==> src/rtl/msx_trace_pkg.sv <==
// ---------------------------------------------------------------------------
// msx_trace_pkg
// Shared definitions for the MSX bus-cycle trace block: record layout,
// bus-cycle kind encodings, capture FSM states and the address-window helper.
// ---------------------------------------------------------------------------
package msx_trace_pkg;

  // Record layout: {kind[1:0], m1, addr[15:0], data[7:0]}
  localparam int REC_W        = 27;
  localparam int REC_DATA_LSB = 0;
  localparam int REC_ADDR_LSB = 8;
  localparam int REC_M1_BIT   = 24;
  localparam int REC_KIND_LSB = 25;

  // Bus-cycle kinds: bit 1 = I/O space, bit 0 = write
  localparam logic [1:0] KIND_MEM_RD = 2'b00;
  localparam logic [1:0] KIND_MEM_WR = 2'b01;
  localparam logic [1:0] KIND_IO_RD  = 2'b10;
  localparam logic [1:0] KIND_IO_WR  = 2'b11;

  typedef enum logic [1:0] {
    ST_WAIT_IDLE,  // waiting out any bus cycle already in flight at reset
    ST_IDLE,       // between cycles, looking for the next active sample
    ST_ACTIVE      // inside a cycle, tracking the latest data
  } cap_state_e;

  // Inclusive window test; kept as a function so constant bounds such as
  // 16'h0000 do not turn into always-true comparisons at the call site.
  function automatic logic in_window(input logic [15:0] addr,
                                     input logic [15:0] lo,
                                     input logic [15:0] hi);
    return (addr >= lo) && (addr <= hi);
  endfunction

endpackage

==> src/rtl/trace_fifo.sv <==
// ---------------------------------------------------------------------------
// trace_fifo
// Synchronous first-word-fall-through FIFO. rdata shows the head entry while
// the FIFO is not empty and reads as zero when empty. A push into a full FIFO
// is accepted only when a pop happens in the same clock.
//   clk, reset   : clock, synchronous active-high reset
//   push, wdata  : write request and record
//   pop          : remove head entry (ignored while empty)
//   rdata        : head entry
//   empty, full  : occupancy flags
//   level        : current occupancy, 0..DEPTH
// ---------------------------------------------------------------------------
module trace_fifo #(
  parameter int unsigned DEPTH = 16,
  parameter int unsigned WIDTH = 27
) (
  input  logic                       clk,
  input  logic                       reset,
  input  logic                       push,
  input  logic [WIDTH-1:0]           wdata,
  input  logic                       pop,
  output logic [WIDTH-1:0]           rdata,
  output logic                       empty,
  output logic                       full,
  output logic [$clog2(DEPTH):0]     level
);

  localparam int unsigned AW = $clog2(DEPTH);
  localparam logic [AW-1:0] PTR_ONE  = 1;
  localparam logic [AW:0]   LVL_ONE  = 1;
  localparam logic [AW:0]   LVL_FULL = (AW+1)'(DEPTH);

  logic [WIDTH-1:0] mem_q [DEPTH];
  logic [AW-1:0]    wr_ptr_q, rd_ptr_q;
  logic [AW:0]      level_q, level_d;
  logic             do_push, do_pop;

  assign empty   = (level_q == '0);
  assign full    = (level_q == LVL_FULL);
  assign do_pop  = pop && !empty;
  // A pop frees the slot this clock, so a push into a full FIFO still fits.
  assign do_push = push && (!full || do_pop);

  assign rdata = empty ? '0 : mem_q[rd_ptr_q];
  assign level = level_q;

  // NOTE: every signal assigned in always_comb gets a default first, so no
  // path leaves it unassigned and no latch is inferred.
  always_comb begin
    level_d = level_q;
    if (do_push && !do_pop)      level_d = level_q + LVL_ONE;
    else if (!do_push && do_pop) level_d = level_q - LVL_ONE;
  end

  // NOTE: sequential state uses non-blocking assignments so every register
  // samples the pre-edge values, independent of statement order.
  always_ff @(posedge clk) begin
    if (reset) begin
      wr_ptr_q <= '0;
      rd_ptr_q <= '0;
      level_q  <= '0;
    end else begin
      if (do_push) wr_ptr_q <= wr_ptr_q + PTR_ONE;
      if (do_pop)  rd_ptr_q <= rd_ptr_q + PTR_ONE;
      level_q <= level_d;
    end
  end

  // NOTE: storage is deliberately not reset; the cleared level and pointers
  // already make stale contents invisible, and unreset RAM maps to memory.
  always_ff @(posedge clk) begin
    if (do_push) mem_q[wr_ptr_q] <= wdata;
  end

endmodule

==> src/rtl/msx_bus_trace.sv <==
// ---------------------------------------------------------------------------
// msx_bus_trace
// Samples the MSX Z80 bus on clk_enable, detects completed memory and I/O
// read/write cycles, filters them through the arm gate and address window,
// and buffers packed records in a FWFT FIFO drained by valid/ready.
//   clk, reset         : clock, synchronous active-high reset
//   clk_enable         : bus sample strobe; the capture FSM advances only here
//   bus_*              : Z80 address, data and active-low strobes
//   arm                : capture enable, evaluated at the start of each cycle
//   rec_valid/ready    : record handshake (pops ignore clk_enable)
//   rec_data           : head record {kind, m1, addr, data}
//   level              : FIFO occupancy
//   overflow           : dropped-record count, saturating at 255
// ---------------------------------------------------------------------------
module msx_bus_trace
  import msx_trace_pkg::*;
#(
  parameter int unsigned DEPTH   = 16,
  parameter logic [15:0] ADDR_LO = 16'h0000,
  parameter logic [15:0] ADDR_HI = 16'hFFFF,
  parameter bit          IO_EN   = 1'b1
) (
  input  logic                   clk,
  input  logic                   reset,
  input  logic                   clk_enable,
  input  logic [15:0]            bus_addr,
  input  logic [7:0]             bus_data,
  input  logic                   bus_mreq_n,
  input  logic                   bus_iorq_n,
  input  logic                   bus_rd_n,
  input  logic                   bus_wr_n,
  input  logic                   bus_m1_n,
  input  logic                   arm,
  output logic                   rec_valid,
  input  logic                   rec_ready,
  output logic [REC_W-1:0]       rec_data,
  output logic [$clog2(DEPTH):0] level,
  output logic [7:0]             overflow
);

  cap_state_e  state_q;
  logic [1:0]  kind_q;
  logic        m1_q;
  logic [15:0] addr_q;
  logic [7:0]  data_q;
  logic        keep_q;
  logic [7:0]  overflow_q, overflow_d;

  logic             bus_active, is_io, is_wr, keep_now;
  logic [1:0]       kind_now;
  logic             push, pop, fifo_empty, fifo_full;
  logic [REC_W-1:0] rec_in;

  // Refresh and interrupt-acknowledge never assert rd/wr, so they never qualify.
  assign bus_active = (!bus_mreq_n || !bus_iorq_n) && (!bus_rd_n || !bus_wr_n);
  assign is_io      = !bus_iorq_n;
  assign is_wr      = !bus_wr_n;
  assign kind_now   = is_io ? (is_wr ? KIND_IO_WR  : KIND_IO_RD)
                            : (is_wr ? KIND_MEM_WR : KIND_MEM_RD);
  assign keep_now   = arm && (is_io ? IO_EN : in_window(bus_addr, ADDR_LO, ADDR_HI));

  // Push on the first enabled sample that sees the tracked cycle finished.
  assign push = clk_enable && (state_q == ST_ACTIVE) && !bus_active && keep_q;
  assign pop  = rec_valid && rec_ready;

  always_comb begin
    rec_in = '0;
    rec_in[REC_DATA_LSB +: 8]  = data_q;
    rec_in[REC_ADDR_LSB +: 16] = addr_q;
    rec_in[REC_M1_BIT]         = m1_q;
    rec_in[REC_KIND_LSB +: 2]  = kind_q;
  end

  // Capture FSM; kind, m1, addr and keep are frozen at the first sample,
  // data follows every active sample so late read data is what gets recorded.
  always_ff @(posedge clk) begin
    if (reset) begin
      state_q <= ST_WAIT_IDLE;
      kind_q  <= '0;
      m1_q    <= 1'b0;
      addr_q  <= '0;
      data_q  <= '0;
      keep_q  <= 1'b0;
    end else if (clk_enable) begin
      unique case (state_q)
        ST_WAIT_IDLE: begin
          if (!bus_active) state_q <= ST_IDLE;
        end
        ST_IDLE: begin
          if (bus_active) begin
            kind_q  <= kind_now;
            m1_q    <= !bus_m1_n;
            addr_q  <= bus_addr;
            data_q  <= bus_data;
            keep_q  <= keep_now;
            state_q <= ST_ACTIVE;
          end
        end
        ST_ACTIVE: begin
          if (bus_active) data_q  <= bus_data;
          else            state_q <= ST_IDLE;
        end
        default: state_q <= ST_WAIT_IDLE;
      endcase
    end
  end

  // A push only drops when the FIFO is full and no pop frees a slot this clock.
  always_comb begin
    overflow_d = overflow_q;
    if (push && fifo_full && !pop && (overflow_q != 8'hFF))
      overflow_d = overflow_q + 8'd1;
  end

  always_ff @(posedge clk) begin
    if (reset) overflow_q <= '0;
    else       overflow_q <= overflow_d;
  end

  trace_fifo #(
    .DEPTH (DEPTH),
    .WIDTH (REC_W)
  ) u_fifo (
    .clk   (clk),
    .reset (reset),
    .push  (push),
    .wdata (rec_in),
    .pop   (pop),
    .rdata (rec_data),
    .empty (fifo_empty),
    .full  (fifo_full),
    .level (level)
  );

  assign rec_valid = !fifo_empty;
  assign overflow  = overflow_q;

endmodule
==> config.mk <==
export PLATFORM = sky130hd
export DESIGN_NAME = msx_bus_trace
export DESIGN_NICKNAME = d
export VERILOG_FILES = /design/src/rtl/msx_trace_pkg.sv /design/src/rtl/trace_fifo.sv /design/src/rtl/msx_bus_trace.sv
export SDC_FILE = /design/constraint.sdc
export NUM_CORES = 1
export LEC_CHECK = 0
export BUFFER_PORTS_ARGS = -buffer_cell sky130_fd_sc_hd__clkbuf_2
export CAP_MARGIN = 20
export CORE_MARGIN = 1.5
export CORE_UTILIZATION = 30
export CTS_CLUSTER_SIZE = 28
export DETAILED_ROUTE_END_ITERATION = 12
export PLACE_DENSITY = 0.55
export SLEW_MARGIN = 20
export SYNTH_ARGS = -nofsm -noshare
export SYNTH_HDL_FRONTEND = slang
export SYNTH_SLANG_ARGS = --single-unit
==> constraint.sdc <==
create_clock -name clk -period 6.85 [get_ports clk]
set_clock_uncertainty 0.1 [all_clocks]
set_input_delay 1.37 -clock clk [delete_from_list [all_inputs] [get_ports clk]]
set_output_delay 1.37 -clock clk [all_outputs]
set_load 0.02 [all_outputs]
==> out/metrics.csv <==
metric,value,unit
H-tree lvl count,2,
CP Max Fanout,48,
Die Area,64300,um^2
RR Startpoint,u_fifo.level[0]$_SDFFE_PP0P_,
Final #Nets,1089,
Final Hold Viols,0,
CTS resizes,0,
diode count,0,
CTS Buf Count,50,
Max Root-Sink Buffers,3,
count of input and output buffers,74,
Worst-Margin Slew,1.08,ns
clk root buf,clkbuf_16,
largest net degree at the start of global routing,58,
Gate power share,0.139,
antenna violations before repair,0,
Yosys reg bits,487,
Hold Crit Start,keep_q$_SDFFE_PP0P_,
Syn Nets,1001,
wire length of the first global-routing pass,64100,um
"Arr. time, crit path",3.46,ns
"Seq/Total Area, Yosys",0.747,
switching part of the total,0.249,
Yosys cell types,46,
worst vdd ir,199,uV
Clock Sinks,487,
DIE WIDTH,254,um
GR Util All Layers,0.138,
"FFs w/ async S/R, synth",0,
fillcell total,5805,
"Top FF cell, synth",edfxtp_1,
Synth Instances,952,
CP required,5.38,ns
boundary pin count,75,
Slew headroom,0.277,
1st-iter DRT viols,693,
number of detailed-route iterations in the first pass,6,
Cells after DPL,1825,
die extent in y,254,um
nature of the critical path startpoint,flop,
Post-route DRC,0,
P_int,5.36,mW
Via density,4.81,
CP endpoint kind,primary output,
vias,9234,
P_leak,7.68,nW
clk_lat worst skew,0.59,ns
Final ANT Viol Nets,0,
layout cells sized above 1,0.296,
GR Overflow Total,0,
vias in the first global route,9637,
Ys Warns,0,
Switch Pwr,1.78,mW
Fmax,203,MHz
Layout area overhead,16.3,%
Post-CTS Setup Bufs,0,
Post-synth EDFFs,432,
sequential share of power,0.467,
DR WL/cell,22.7,um
RSZ-0062 raised after global routing,false,
WL final,43600,um
Pwr Density,326,nW/um^2
final setup violation count,0,
TritonCTS clock tree,yes,
Core Footprint,61900,um^2
"Clk pin slew, worst setup/hold paths",0.06,ns
max cap viols,0,
outcome,"finished, final reports clean",
syn_area_per_cell,19.8,um^2
GPL Wtd Cong,0.709,
final worst path period share,0.719,
Layout Cells excl Fill,1918,
Final Slew Violations,0,
clock power share,0.395,
Final min period,4.93,ns
Starting Density,0.304,
Rows,91,
Post-Syn Area,18800,um^2
hpwl dp,22100,um
Hold WC Path Type,flop to flop,
Hold Buf Count CTS,0,
final setup TNS,0,ns
Setup CP Type,flop to primary output,
-- power groups by stage --
| stage | clock [mW] | sequential [mW] | combinational [mW] |
|---|---|---|---|
| floorplan | 0 | 3.31 | 0.764 |
| global placement | 0 | 3.40 | 1.02 |
| detailed placement | 0 | 3.40 | 1.02 |
| CTS | 2.88 | 3.34 | 1.02 |
| global route | 2.97 | 3.35 | 1.07 |
| finish | 2.82 | 3.33 | 0.992 |
-- layer usage --
layer,vias up,wire length (um),GRT usage,part of all wire
met5,-,0,0,0
met3,64,1780,0.0204,0.041
met2,191,21900,0.234,0.50
met4,0,1040,0.0452,0.024
li1,4064,-,-,-
met1,4915,18900,0.180,0.43
-- cells in the final DEF (no fill, tap or decap), types with 7 or more instances in the layout --
cell type,instances
a21oi_1,28
a221o_1,27
and3_1,8
and3_2,14
buf_4,14
bufinv_16,7
clkbuf_1,11
clkbuf_16,51
clkbuf_2,74
clkinv_1,11
dfxtp_1,52
edfxtp_1,432
ha_1,14
inv_1,8
mux2_2,29
mux2i_1,11
mux4_2,108
nand2_1,37
nand3_1,8
nor2_1,31
nor2b_1,27
-- synth_stat cells, types with 2 or more instances --
library cell,n,area share
a211oi_1,5,0.0020
a21oi_1,28,0.0074
a221o_1,27,0.014
a22oi_1,2,0.00080
and2b_1,6,0.0024
and3_1,22,0.0073
buf_1,13,0.0026
buf_2,2,0.00053
clkbuf_1,35,0.0070
dfxtp_1,55,0.058
edfxtp_1,432,0.69
ha_1,14,0.0093
inv_1,8,0.0016
mux2_2,29,0.017
mux2i_1,11,0.0058
mux4_2,108,0.13
nand2_1,37,0.0074
nand3_1,8,0.0021
nand4_1,2,0.00066
nor2_1,32,0.0064
nor2b_1,29,0.0096
nor4_1,2,0.00066
o211ai_1,3,0.0012
o21ai_0,6,0.0016
o31ai_1,4,0.0016
o41ai_1,2,0.00093
or3_1,4,0.0013
or4_1,2,0.00080
or4_4,2,0.0012
xnor2_1,2,0.00093
xor2_1,5,0.0023
-- worst paths after layout --
| check | cells after the start | end | slack, ns |
|---|---|---|---|
| hold reg to reg | 2 | keep_q$_SDFFE_PP0P_ | 0.39 |
| setup / recovery | 5 | rec_data[2] | 1.92 |
| setup reg to reg | 9 | u_fifo.level[4]$_SDFFE_PP0P_ | 3.54 |
| hold / removal | 2 | keep_q$_SDFFE_PP0P_ | 0.39 |
-- cell families after synthesis --
group           Yosys count  share of synthesized area
flops                   487                      0.747
buf+inv                  60                     0.0127
mux                     148                      0.152
compound gates           83                     0.0325
fa+ha+maj                15                     0.0104
simple gates            152                     0.0420
xor+xnor                  7                    0.00325
-- per-stage QoR --
stage	utilization	hold WS (ns)	area, um^2	setup WS, ns	total power [mW]
after floorplan	-	0.345	18800	2.49	4.08
after global placement	0.326	0.369	20200	2.45	4.42
after detailed placement	0.326	0.368	20200	2.42	4.43
after CTS	0.354	0.386	21900	1.78	7.24
after global routing	0.354	0.420	21900	1.69	7.39
final	0.354	0.387	21900	1.92	7.14
-- area by class of cell --
cell class                      instances  area (um^2)  share of cell area
Clock buffer                           66         1370              0.0626
Timing Repair Buffer                   88          475              0.0217
Tap cell                              837         1050              0.0478
Inverter                                8         30.0             0.00137
Clock inverter                         27          330              0.0151
Multi-Input combinational cell        405         4580               0.209
Sequential cell                       487        14100               0.643
-- registers in the layout, indices dropped and copies added (netlist names), named ones only --
| signal | flops |
|---|---|
| u_fifo.wr_ptr_q | 4 |
| addr_q | 16 |
| u_fifo.rd_ptr_q | 4 |
| m1_q | 1 |
| kind_q | 2 |
| keep_q | 1 |
| u_fifo.level | 5 |
| data_q | 8 |
| state_q | 2 |
| u_fifo.mem_q | 432 |
| overflow | 8 |
-- worst max-delay path: stages (launching register included) --
cell	delay, ns
dfxtp_4	0.94
buf_4	0.53
mux4_2	0.57
mux2_2	0.28
a221o_1	0.35
clkbuf_2	0.18
No activity file was read; power rests on OpenSTA's default activity.
